===== config.mk =====
export PLATFORM = sky130hd
export DESIGN_NAME = alu_seq
export DESIGN_NICKNAME = d
export VERILOG_FILES = /design/src/rtl/alu_pkg.sv /design/src/rtl/alu_mul_iter.sv /design/src/rtl/alu_seq.sv
export SDC_FILE = /design/constraint.sdc
export NUM_CORES = 1
export LEC_CHECK = 0
export ABC_CLOCK_PERIOD_IN_PS = 3600
export CAP_MARGIN = 20
export CORE_ASPECT_RATIO = 0.8
export CORE_UTILIZATION = 44
export CTS_CLUSTER_SIZE = 28
export DETAILED_ROUTE_END_ITERATION = 16
export PLACE_DENSITY_LB_ADDON = 0.1
export SETUP_SLACK_MARGIN = 0.3
export SKIP_CTS_REPAIR_TIMING = 1
export SYNTH_ARGS = -nofsm -noshare
export SYNTH_HDL_FRONTEND = slang
export SYNTH_SLANG_ARGS = --single-unit

===== constraint.sdc =====
create_clock -name clk -period 3.6 [get_ports clk]
set_input_delay 0.36 -clock clk [delete_from_list [all_inputs] [get_ports clk]]
set_output_delay 0.36 -clock clk [all_outputs]
set_load 0.02 [all_outputs]

===== src/rtl/alu_pkg.sv =====
// Shared definitions for the sequential ALU: opcode values, opcode width and FSM encoding.
package alu_pkg;

   localparam int OP_W = 4;

   localparam logic [OP_W-1:0] OP_ADD = 4'b0000;
   localparam logic [OP_W-1:0] OP_SUB = 4'b0001;
   localparam logic [OP_W-1:0] OP_AND = 4'b0010;
   localparam logic [OP_W-1:0] OP_NOT = 4'b0011;
   localparam logic [OP_W-1:0] OP_OR  = 4'b0100;
   localparam logic [OP_W-1:0] OP_XOR = 4'b0101;
   localparam logic [OP_W-1:0] OP_SHL = 4'b0110;
   localparam logic [OP_W-1:0] OP_SHR = 4'b0111;
   localparam logic [OP_W-1:0] OP_SRA = 4'b1000;
   localparam logic [OP_W-1:0] OP_MUL = 4'b1001;

   typedef enum logic [1:0] {
      ST_IDLE = 2'b00,
      ST_BUSY = 2'b01,
      ST_DONE = 2'b10
   } state_t;

endpackage


===== src/rtl/alu_mul_iter.sv =====
// Iterative shift-add multiplier: one multiplier bit per cycle, LSB first.
// Bit 0 is consumed on the start edge so done pulses WIDTH-1 cycles after start.
module alu_mul_iter #(
   parameter int WIDTH = 16
) (
   input  logic               clk,
   input  logic               rst,
   input  logic               start,
   input  logic [WIDTH-1:0]   a,
   input  logic [WIDTH-1:0]   b,
   output logic               busy,
   output logic               done,
   output logic [2*WIDTH-1:0] product
);

   localparam int CNT_W = $clog2(WIDTH) + 1;

   logic [2*WIDTH-1:0] mcand_reg;
   logic [WIDTH-1:0]   mplier_reg;
   logic [2*WIDTH-1:0] acc_reg;
   logic [CNT_W-1:0]   cnt_reg;
   logic               busy_reg;
   logic               done_reg;

   always_ff @(posedge clk or posedge rst) begin
      if (rst) begin
         mcand_reg  <= '0;
         mplier_reg <= '0;
         acc_reg    <= '0;
         cnt_reg    <= '0;
         busy_reg   <= 1'b0;
         done_reg   <= 1'b0;
      end else begin
         done_reg <= 1'b0;
         if (start) begin
            mcand_reg  <= {{WIDTH{1'b0}}, a} << 1;
            mplier_reg <= b >> 1;
            acc_reg    <= b[0] ? {{WIDTH{1'b0}}, a} : '0;
            cnt_reg    <= CNT_W'(1);
            busy_reg   <= 1'b1;
         end else if (busy_reg) begin
            if (mplier_reg[0])
               acc_reg <= acc_reg + mcand_reg;
            mcand_reg  <= mcand_reg << 1;
            mplier_reg <= mplier_reg >> 1;
            cnt_reg    <= cnt_reg + CNT_W'(1);
            // cnt_reg is the index of the bit being consumed this cycle
            if (cnt_reg == CNT_W'(WIDTH - 1)) begin
               busy_reg <= 1'b0;
               done_reg <= 1'b1;
            end
         end
      end
   end

   assign busy    = busy_reg;
   assign done    = done_reg;
   assign product = acc_reg;

endmodule


===== src/rtl/alu_seq.sv =====
// Handshaked ALU: single-cycle logic/arith/shift ops, iterative multiply,
// registered result and status flags held until the consumer accepts them.
module alu_seq
   import alu_pkg::*;
#(
   parameter int WIDTH = 16
) (
   input  logic             clk,
   input  logic             rst,
   input  logic             in_valid,
   output logic             in_ready,
   input  logic [OP_W-1:0]  op,
   input  logic [WIDTH-1:0] a,
   input  logic [WIDTH-1:0] b,
   output logic             out_valid,
   input  logic             out_ready,
   output logic [WIDTH-1:0] result,
   output logic             zero,
   output logic             carry,
   output logic             overflow,
   output logic             negative,
   output logic             illegal
);

   localparam int SH_W = $clog2(WIDTH);

   state_t state_reg, state_next;

   logic [WIDTH-1:0]   result_reg;
   logic               zero_reg, carry_reg, overflow_reg, negative_reg, illegal_reg;

   logic               load_alu, load_mul, mul_start;
   logic               mul_busy, mul_done;
   logic [2*WIDTH-1:0] mul_product;

   logic [WIDTH-1:0]   res_c;
   logic               carry_c, ovf_c, illegal_c;
   logic [WIDTH:0]     sum_w, diff_w, shl_w, shr_w, sra_w;
   logic [SH_W-1:0]    shamt;

   alu_mul_iter #(.WIDTH(WIDTH)) u_mul (
      .clk     (clk),
      .rst     (rst),
      .start   (mul_start),
      .a       (a),
      .b       (b),
      .busy    (mul_busy),
      .done    (mul_done),
      .product (mul_product)
   );

   // Extra bit on each shift captures the last bit shifted out (0 when shamt is 0)
   assign shamt  = b[SH_W-1:0];
   assign sum_w  = {1'b0, a} + {1'b0, b};
   assign diff_w = {1'b0, a} - {1'b0, b};
   assign shl_w  = {1'b0, a} << shamt;
   assign shr_w  = {a, 1'b0} >> shamt;
   assign sra_w  = $signed({a, 1'b0}) >>> shamt;

   always_comb begin
      res_c     = '0;
      carry_c   = 1'b0;
      ovf_c     = 1'b0;
      illegal_c = 1'b0;
      case (op)
         OP_ADD: begin
            res_c   = sum_w[WIDTH-1:0];
            carry_c = sum_w[WIDTH];
            ovf_c   = (a[WIDTH-1] == b[WIDTH-1]) && (sum_w[WIDTH-1] != a[WIDTH-1]);
         end
         OP_SUB: begin
            res_c   = diff_w[WIDTH-1:0];
            carry_c = diff_w[WIDTH];
            ovf_c   = (a[WIDTH-1] != b[WIDTH-1]) && (diff_w[WIDTH-1] != a[WIDTH-1]);
         end
         OP_AND: res_c = a & b;
         OP_NOT: res_c = ~a;
         OP_OR:  res_c = a | b;
         OP_XOR: res_c = a ^ b;
         OP_SHL: begin
            res_c   = shl_w[WIDTH-1:0];
            carry_c = shl_w[WIDTH];
         end
         OP_SHR: begin
            res_c   = shr_w[WIDTH:1];
            carry_c = shr_w[0];
         end
         OP_SRA: begin
            res_c   = sra_w[WIDTH:1];
            carry_c = sra_w[0];
         end
         OP_MUL: res_c = '0;
         default: illegal_c = 1'b1;
      endcase
   end

   always_ff @(posedge clk or posedge rst) begin
      if (rst)
         state_reg <= ST_IDLE;
      else
         state_reg <= state_next;
   end

   always_comb begin
      state_next = state_reg;
      in_ready   = 1'b0;
      out_valid  = 1'b0;
      load_alu   = 1'b0;
      load_mul   = 1'b0;
      mul_start  = 1'b0;
      case (state_reg)
         ST_IDLE: begin
            in_ready = 1'b1;
            if (in_valid) begin
               if (op == OP_MUL) begin
                  mul_start  = 1'b1;
                  state_next = ST_BUSY;
               end else begin
                  load_alu   = 1'b1;
                  state_next = ST_DONE;
               end
            end
         end
         ST_BUSY: begin
            if (mul_done) begin
               load_mul   = 1'b1;
               state_next = ST_DONE;
            end else if (!mul_busy) begin
               state_next = ST_IDLE;
            end
         end
         ST_DONE: begin
            out_valid = 1'b1;
            if (out_ready)
               state_next = ST_IDLE;
         end
         default: state_next = ST_IDLE;
      endcase
   end

   always_ff @(posedge clk or posedge rst) begin
      if (rst) begin
         result_reg   <= '0;
         zero_reg     <= 1'b0;
         carry_reg    <= 1'b0;
         overflow_reg <= 1'b0;
         negative_reg <= 1'b0;
         illegal_reg  <= 1'b0;
      end else if (load_alu) begin
         result_reg   <= res_c;
         zero_reg     <= (res_c == '0);
         carry_reg    <= carry_c;
         overflow_reg <= ovf_c;
         negative_reg <= res_c[WIDTH-1];
         illegal_reg  <= illegal_c;
      end else if (load_mul) begin
         result_reg   <= mul_product[WIDTH-1:0];
         zero_reg     <= (mul_product[WIDTH-1:0] == '0);
         carry_reg    <= |mul_product[2*WIDTH-1:WIDTH];
         overflow_reg <= |mul_product[2*WIDTH-1:WIDTH];
         negative_reg <= mul_product[WIDTH-1];
         illegal_reg  <= 1'b0;
      end
   end

   assign result   = result_reg;
   assign zero     = zero_reg;
   assign carry    = carry_reg;
   assign overflow = overflow_reg;
   assign negative = negative_reg;
   assign illegal  = illegal_reg;

endmodule


# Yosys cells after proc, flatten, opt, wreduce, memory -nomap -nowiden
# Cells that the tools add are included.
# op_classes
n_addsub,4
n_eq_ne,19
n_shift,3
muxes,47
bitwise,4
n_reduce_logical,13
# ops
cell,n
two-way mux 32 bit,5
case mux 16 bit (9 select lines),1
two-way mux 16 bit,5
adder 32 bit,1
zero test 16 bit,2
two-way mux 1 bit,26
adder 16 x 16 -> 17 bit,1
left shift 16 x 4 -> 17 bit,1
right shift 17 x 4 -> 17 bit,1
>>> shifter 17 x 4 -> 17 bit,1
subtractor 16 x 16 -> 17 bit,1
bitwise AND 16 bit,1
equality test 4 x 3 -> 1 bit (second input constant),4
NOT 16 bit,1
OR 16 bit,1
OR reduction 16 bit,1
bitwise XOR 16 bit,1
two-way mux 2 bit,5
two-way mux 5 bit,2
OR reduction 10 bit,1
equality test 4 x 2 -> 1 bit (second input constant),2
equality test 4 bit (second input constant),2
case mux 2 bit (3 select lines),1
nonzero test 2 bit,3
other kinds (16),20
# totals
register_bits,110
inputBits,40
word_cells,103

# Logic depth before layout (Yosys ltp)
# Gate-level depths: netlist (run 1).
# depth
word_depth,6
mapped_depth,15
depth_no_buf,14

# Hierarchy
# Synthesis (run 1) repeated with hierarchy kept, for this count alone.
# hier_totals
cells_unflattened,1332
hier_area_um2,10687.8
# by_module_without_submodules
module,instances,cells_each,area_per_inst_um2
alu_seq,1,736,5418.9
alu_mul_iter,1,596,5268.8

# Worst setup path after synthesis (run 1)
# Ideal clock, no wire load.
# synth_timing
kind,in2reg
start,input port b[1]
end,register zero_reg (netlist: zero)
setup_time_ns,0.065
arrival_time_ns,4.175
setup_slack_ns,-0.640
cell_stages,14
n_path_buf,2
path_cell_list,buf_2 -> inv_1 -> clkbuf_1 -> ha_1 -> o21bai_1 -> a21o_1 -> nand3_1 -> and3_1 -> or4_1 -> or4b_1 -> or4_1 -> or4_1 -> nor4_1 -> o22a_1
# synth_between
elab_chain_cells,4
elab_cells_between_ends,11
classes_between,2 x add/sub; 3 x shift; 2 x mux; 3 x bitwise; 1 x reduce/logical
# synth_lines
item,line_no,rtl
"start, declared",alu_seq.sv:14,"input logic [WIDTH-1:0] b,"
"subtractor 16 x 16 -> 17 bit, or another cell as far along",alu_seq.sv:55,"assign diff_w = {1'b0, a} - {1'b0, b};"
case mux 16 bit (9 select lines) *,alu_seq.sv:65,case (op)
zero test 16 bit *,alu_seq.sv:151,zero_reg <= (res_c == '0);
two-way mux 1 bit *,alu_seq.sv:149,end else if (load_alu) begin
"end signal, assigned",alu_seq.sv:151,
"end signal, assigned",alu_seq.sv:158,zero_reg <= (mul_product[WIDTH-1:0] == '0);
"end, declared",alu_seq.sv:30,"logic zero_reg, carry_reg, overflow_reg, negative_reg, illegal_reg;"
# Every way passes the cells marked *; elsewhere a longest branch is shown, timed or not.
# A chain may end at the register's enable or synchronous reset.

# Worst setup path in the final report (run 1)
# layout_timing
start,input port b[0]
end,register zero_reg (netlist: zero)
# Same word-level chain as after synthesis.

==> results of run 1 <==
routing by layer:
metal / wire (um) / track usage / up-vias
met4: 460 / 0.0549 / 0
met2: 16300 / 0.457 / 453
li1: - / - / 5255
met5: 0 / 0 / -
met1: 19000 / 0.503 / 5357
met3: 4090 / 0.103 / 35
through the flow:
step | instances | hold slack, ns
floorplan | 1293 | 0.445
global placement | 1831 | 0.481
detailed placement | 1832 | 0.483
CTS | 1848 | 0.379
global route | 1855 | 0.416
finish | 1855 | 0.373
critical path: cells and delay by family:
kind,cells,cell delay [ns]
compound gates,6,1.61
simple gates,4,1.18
fa+ha+maj,2,0.54
buf+inv,1,0.11
worst max-delay path by stage:
stage | to | slack [ns] | cells after the start
after floorplan | zero | -0.22 | 15
after global placement | zero | -0.94 | 14
after detailed placement | zero | -1.09 | 14
after CTS | zero | -0.71 | 14
after global routing | zero | 0.04 | 15
final | zero | 0.12 | 13
kinds of logic after synthesis:
logic type / count (synthesis) / share of synthesized area
fa+ha+maj: 84 / 0.103
buf+inv: 161 / 0.0624
flops: 107 / 0.257
compound gates: 405 / 0.254
simple gates: 409 / 0.184
mux: 97 / 0.114
xor+xnor: 30 / 0.0252
area by class of cell:
| type | count | area (sq um) |
|---|---|---|
| Fill cell | 2097 | 8920 |
| Multi-Input combinational cell | 1025 | 7540 |
| Timing Repair Buffer | 332 | 2790 |
| Sequential cell | 107 | 2680 |
| Tap cell | 306 | 383 |
| Inverter | 69 | 274 |
| Clock buffer | 9 | 225 |
| Clock inverter | 7 | 58.8 |
cell usage after synthesis, types with 4 or more instances:
cell type / number / share of area
a21oi_1: 140 / 0.067
nand2_1: 125 / 0.045
nor2_1: 124 / 0.045
dfrtp_1: 107 / 0.26
ha_1: 81 / 0.097
inv_1: 68 / 0.024
o21ai_0: 68 / 0.033
clkbuf_1: 64 / 0.023
mux2i_1: 64 / 0.061
nand3_1: 34 / 0.016
a211oi_1: 27 / 0.019
a21o_1: 25 / 0.018
nor3_1: 24 / 0.012
xnor2_1: 19 / 0.016
mux2_2: 17 / 0.018
nor4_1: 17 / 0.010
a31oi_1: 16 / 0.0096
mux4_2: 16 / 0.035
nand2b_1: 16 / 0.0096
buf_1: 15 / 0.0054
and3_1: 13 / 0.0078
nor2b_1: 12 / 0.0072
o211ai_1: 12 / 0.0086
xor2_1: 11 / 0.0092
a221o_1: 9 / 0.0086
nand4_1: 9 / 0.0054
o21bai_1: 9 / 0.0065
a211o_1: 8 / 0.0067
buf_2: 7 / 0.0034
o221ai_1: 7 / 0.0059
o31ai_1: 7 / 0.0050
a2111oi_0: 6 / 0.0050
a22oi_1: 6 / 0.0043
o21a_1: 6 / 0.0043
o41ai_1: 6 / 0.0050
or3_1: 6 / 0.0036
a221oi_1: 5 / 0.0042
o22ai_1: 5 / 0.0030
a21boi_0: 4 / 0.0029
and2_1: 4 / 0.0024
buf_6: 4 / 0.0043
report_power, final:
| part | total (uW) | internal [uW] | switching [uW] |
|---|---|---|---|
| clock network | 977 | 481 | 496 |
| registers | 2170 | 1680 | 494 |
| logic | 4110 | 1930 | 2180 |
==> results.txt, run 1 <==
Fin worst setup slack -> 0.120 ns
TritonCTS clock tree -> done
Startpoint types -> primary input
Worst-case clock buffer depth -> 2
Post-Synthesis Cells -> 1,293
Synthesized Nets -> 1,417
Worst-path clk slew -> 0.07 ns
Final setup viols -> 0
Avg Cell Area, Syn -> 8.07 sq um
Layout net count -> 1,668
Top_reg_cell synth -> dfrtp_1
Critical path origin -> b[0]
Final core occ -> 0.610
Most used cell, CP -> or4_4
Total power divided by cell area -> 520 mW/mm^2
Row count -> 49
# port buffers -> 62
Yosys warns -> 0
Fin crit period -> 3.48 ns
Flop-to-flop setup slack -> 0.39 ns
H-tree depth -> 3
Data required, critical path -> 3.91 ns
Number of synthesized flops with an enable pin -> 0
Die X -> 174 um
Reg-to-Reg End -> u_mul.product[31]
Core ar. -> 0.0229 sq mm
Starting DRT DRC Count -> 1,305
Crit path DAT -> 3.79 ns
IO Count -> 63
Clock Latency Late Sink -> 0.37 ns
Synth-to-Final Area Change -> 33.7%
Num CTS Buffers -> 9
Num Clock Sinks -> 107
CP max stage delay -> 0.44 ns
Crit-path slowest cell -> or4_4
Post-Place Setup Slack -> -1.09 ns
Slew headroom -> 0.402
Antenna diode count -> 0
Peak Freq -> 0.287 GHz
Reg2reg path depth -> 12
Setup TNS -> 0 ns
Max Cap Viol -> 0
Congestion Overflow GR -> 0
Critical path class -> primary input to flop
Crit Path Max Fanout -> 3
Post-DP HPWL -> 31,000 um
Total die area -> 0.0243 sq mm
Leak -> 0.00663 uW
RePlAce Congestion -> 0.996
RSZ-0062 raised after global routing -> true
Most common cell after layout, fill and taps aside -> buf_4
FF-to-FF Start -> u_mul.product[4]
Die height -> 140 um
Number of global-route vias before repair -> 10,382
Slew Viols, Final -> 0
Max reg flops -> 32
Starting Density -> 0.456
Final Power -> 7250 uW
Netlist cell types -> 82
Synth async-reset ratio -> 1.00
DR vias/cell -> 5.98
Hold Path Class -> primary input to async pin
Routed via count -> 11,100
Drt pass-1 iters -> 5
Share of layout cells above drive strength 1 -> 0.271
Drt total wl -> 39,800 um
Post-DRT Antenna Nets -> 0
Total GRT Usage -> 0.331
Synth Cell Area -> 0.0104 sq mm
Critical path endpoint category -> flop
Worst-margin pin slew -> 0.897 ns
Post-DR wirelength/cell -> 21.5 um
Status -> complete, no violations
Post-DP Area -> 0.0131 sq mm
Hold Fails Final Rpt -> 0
Initial antenna violation count -> 0
Maximum vdd drop -> 0.469 mV
Sequential area share after synthesis -> 0.257
First-pass GRT wire length -> 61,900 um
Most frequent cells in the layout -> buf_4 (253), a21oi_1 (139), nand2_1 (125)
Drt drc -> 0
Final Cycle Share -> 0.967
Largest net degree at the start of global routing -> 87
Worst-path cell chain -> buf_8 > ha_4 > fa_2 > a211oi_4 > o21bai_2 > a2111oi_4 > nor2_2 > a221o_1 > a211o_1 > or4_4 > or4_4 > nor4_4 > o22a_1
Final Instance Area -> 0.0139 sq mm
Clock root cell -> clkbuf_16
#FFs+latches synth -> 107
Clock Skews -> 0.0103 ns
No activity file was read; power rests on OpenSTA's default activity.
==> run 2: changes to the inputs <==
--- a/config.mk
+++ b/config.mk
@@ -7,7 +7,6 @@
 export LEC_CHECK = 0
 export ABC_CLOCK_PERIOD_IN_PS = 3600
 export CAP_MARGIN = 20
-export CORE_ASPECT_RATIO = 0.8
 export CORE_UTILIZATION = 44
 export CTS_CLUSTER_SIZE = 28
 export DETAILED_ROUTE_END_ITERATION = 16
==> run 2 against run 1 <==
  * Sequential power down 3%
  * Critical endpoint unchanged
  * Register-to-register slack better by 0.12 ns
  * Maximum frequency fell by 0.24%
  * Core utilization is 0.12 points higher
  * Sequential share of layout area is 0.079 points lower
  * Final cell count up 0.75%
  * Via count rose by 0.46%
  * Worst setup slack got worse by 0.0085 ns
==> results.txt, run 2 (same netlist as run 1, synthesis figures left out) <==
Post-DP HPWL -> 29,600 um
Drt drc -> 0
Post-DR wirelength/cell -> 20.5 um
# port buffers -> 62
Status -> complete, no violations
Max Cap Viol -> 0
Fin worst setup slack -> 0.112 ns
Data required, critical path -> 3.89 ns
Reg2reg path depth -> 13
Most frequent cells in the layout -> buf_4 (268), a21oi_1 (137), nand2_1 (125)
Hold Path Class -> primary input to async pin
H-tree depth -> 3
Clock Latency Late Sink -> 0.37 ns
Cell family with most CP delay -> simple AND/OR/NAND/NOR gates
Die height -> 156 um
Post-DP Area -> 0.0131 sq mm
Final setup viols -> 0
Fin crit period -> 3.49 ns
Crit-path slowest cell -> or4_4
Final Power -> 7300 uW
Synth-to-Final Area Change -> 34.3%
Max reg flops -> 32
Number of global-route vias before repair -> 10,853
Leak -> 0.00663 uW
Core ar. -> 0.0229 sq mm
Reg-to-Reg End -> u_mul.product[31]
Num CTS Buffers -> 9
Drt pass-1 iters -> 5
Slew headroom -> 0.370
Crit path DAT -> 3.78 ns
Starting Density -> 0.455
DR vias/cell -> 5.97
Crit Path Max Fanout -> 2
Final core occ -> 0.611
CP max stage delay -> 0.51 ns
Total power divided by cell area -> 521 mW/mm^2
First-pass GRT wire length -> 59,900 um
FF-to-FF Start -> u_mul.product[4]
Slew Viols, Final -> 0
RePlAce Congestion -> 0.986
Worst-case clock buffer depth -> 2
Drt total wl -> 38,300 um
Initial antenna violation count -> 2
Total die area -> 0.0243 sq mm
Multi-input logic area -> 0.00758 sq mm
Num Clock Sinks -> 107
Worst-margin pin slew -> 0.943 ns
Post-DRT Antenna Nets -> 0
Critical path class -> primary input to flop
Largest net degree at the start of global routing -> 87
Routed via count -> 11,151
Share of layout cells above drive strength 1 -> 0.276
Worst-path clk slew -> 0.08 ns
Final Instance Area -> 0.0140 sq mm
Flop-to-flop setup slack -> 0.51 ns
IO Count -> 63
Total GRT Usage -> 0.320
TritonCTS clock tree -> done
Congestion Overflow GR -> 0
Peak Freq -> 0.287 GHz
WP buf/inv -> 2
Critical path endpoint category -> flop
RSZ-0062 raised after global routing -> true
Post-Place Setup Slack -> -1.03 ns
Die X -> 156 um
Starting DRT DRC Count -> 807
Maximum vdd drop -> 0.304 mV
Antenna diode count -> 0
Layout net count -> 1,675
Setup TNS -> 0 ns
Sequential cell area -> 0.00268 sq mm
Hold Fails Final Rpt -> 0
Clock root cell -> clkbuf_16
Startpoint types -> primary input
Worst-path cell chain -> clkdlybuf4s50_1 > inv_2 > ha_4 > nor4_4 > nand2_1 > o21ai_4 > nor3_2 > a221o_1 > a211o_1 > or4_4 > or4_4 > nor4_4 > o22a_1
Final Cycle Share -> 0.969
Clock Skews -> 0.0217 ns
Critical path origin -> b[8]
Most common cell after layout, fill and taps aside -> buf_4
Row count -> 55
Fillers -> 2,109
==> run 2: cell types whose count changed in the layout (fill, tap and decap cells not counted), sizes merged <==
| cell | previous run | this run |
|---|---|---|
| clkbuf | 11 | 14 |
| clkinv | 3 | 4 |
| clkdlybuf4s50 | 41 | 40 |
| buf | 275 | 283 |
| dlymetal6s2s | 14 | 11 |
| inv | 72 | 71 |
==> run 2: power by group <==
| part | internal (uW) | switching, uW | total (uW) |
|---|---|---|---|
| sequential | 1680 | 434 | 2110 |
| combinational | 1940 | 2210 | 4150 |
| clock | 498 | 544 | 1040 |
==> run 2: per-stage QoR <==
step                cells  hold WS, ns
finish               1869        0.438
global route         1869        0.467
CTS                  1853        0.468
detailed placement   1837        0.474
global placement     1836        0.472
floorplan            1293        0.445
==> run 2: final cells by class <==
type,count,area share
Tap cell,313,0.0280
Clock buffer,9,0.0161
Clock inverter,7,0.00607
Sequential cell,107,0.191
Multi-Input combinational cell,1025,0.541
Timing Repair Buffer,339,0.198
Inverter,69,0.0194
==> run 2: worst max-delay path by stage <==
stage           end  slack [ns]  depth (start not counted)
6_report       zero        0.11                         13
5_1_grt        zero        0.02                         13
4_1_cts        zero       -0.73                         13
3_5_place_dp   zero       -1.03                         13
3_3_place_gp   zero       -0.92                         13
2_1_floorplan  zero       -0.22                         15
==> run 2: worst reg2reg max path, delay by kind of cell, from the launching register on <==
| kind | cells | cell delay [ns] |
|---|---|---|
| flops | 1 | 0.43 |
| compound gates | 8 | 1.59 |
| mux | 1 | 0.20 |
| fa+ha+maj | 1 | 0.37 |
| simple gates | 1 | 0.10 |
| buf+inv | 2 | 0.35 |
==> run 2: metal layers <==
metal  vias to the layer above  part of all wire  GRT usage
met4                         2             0.033      0.119
met1                      5379              0.43      0.429
met3                        87             0.073     0.0431
met5                         -           0.00021          0
li1                       5245                 -          -
met2                       438              0.46      0.523
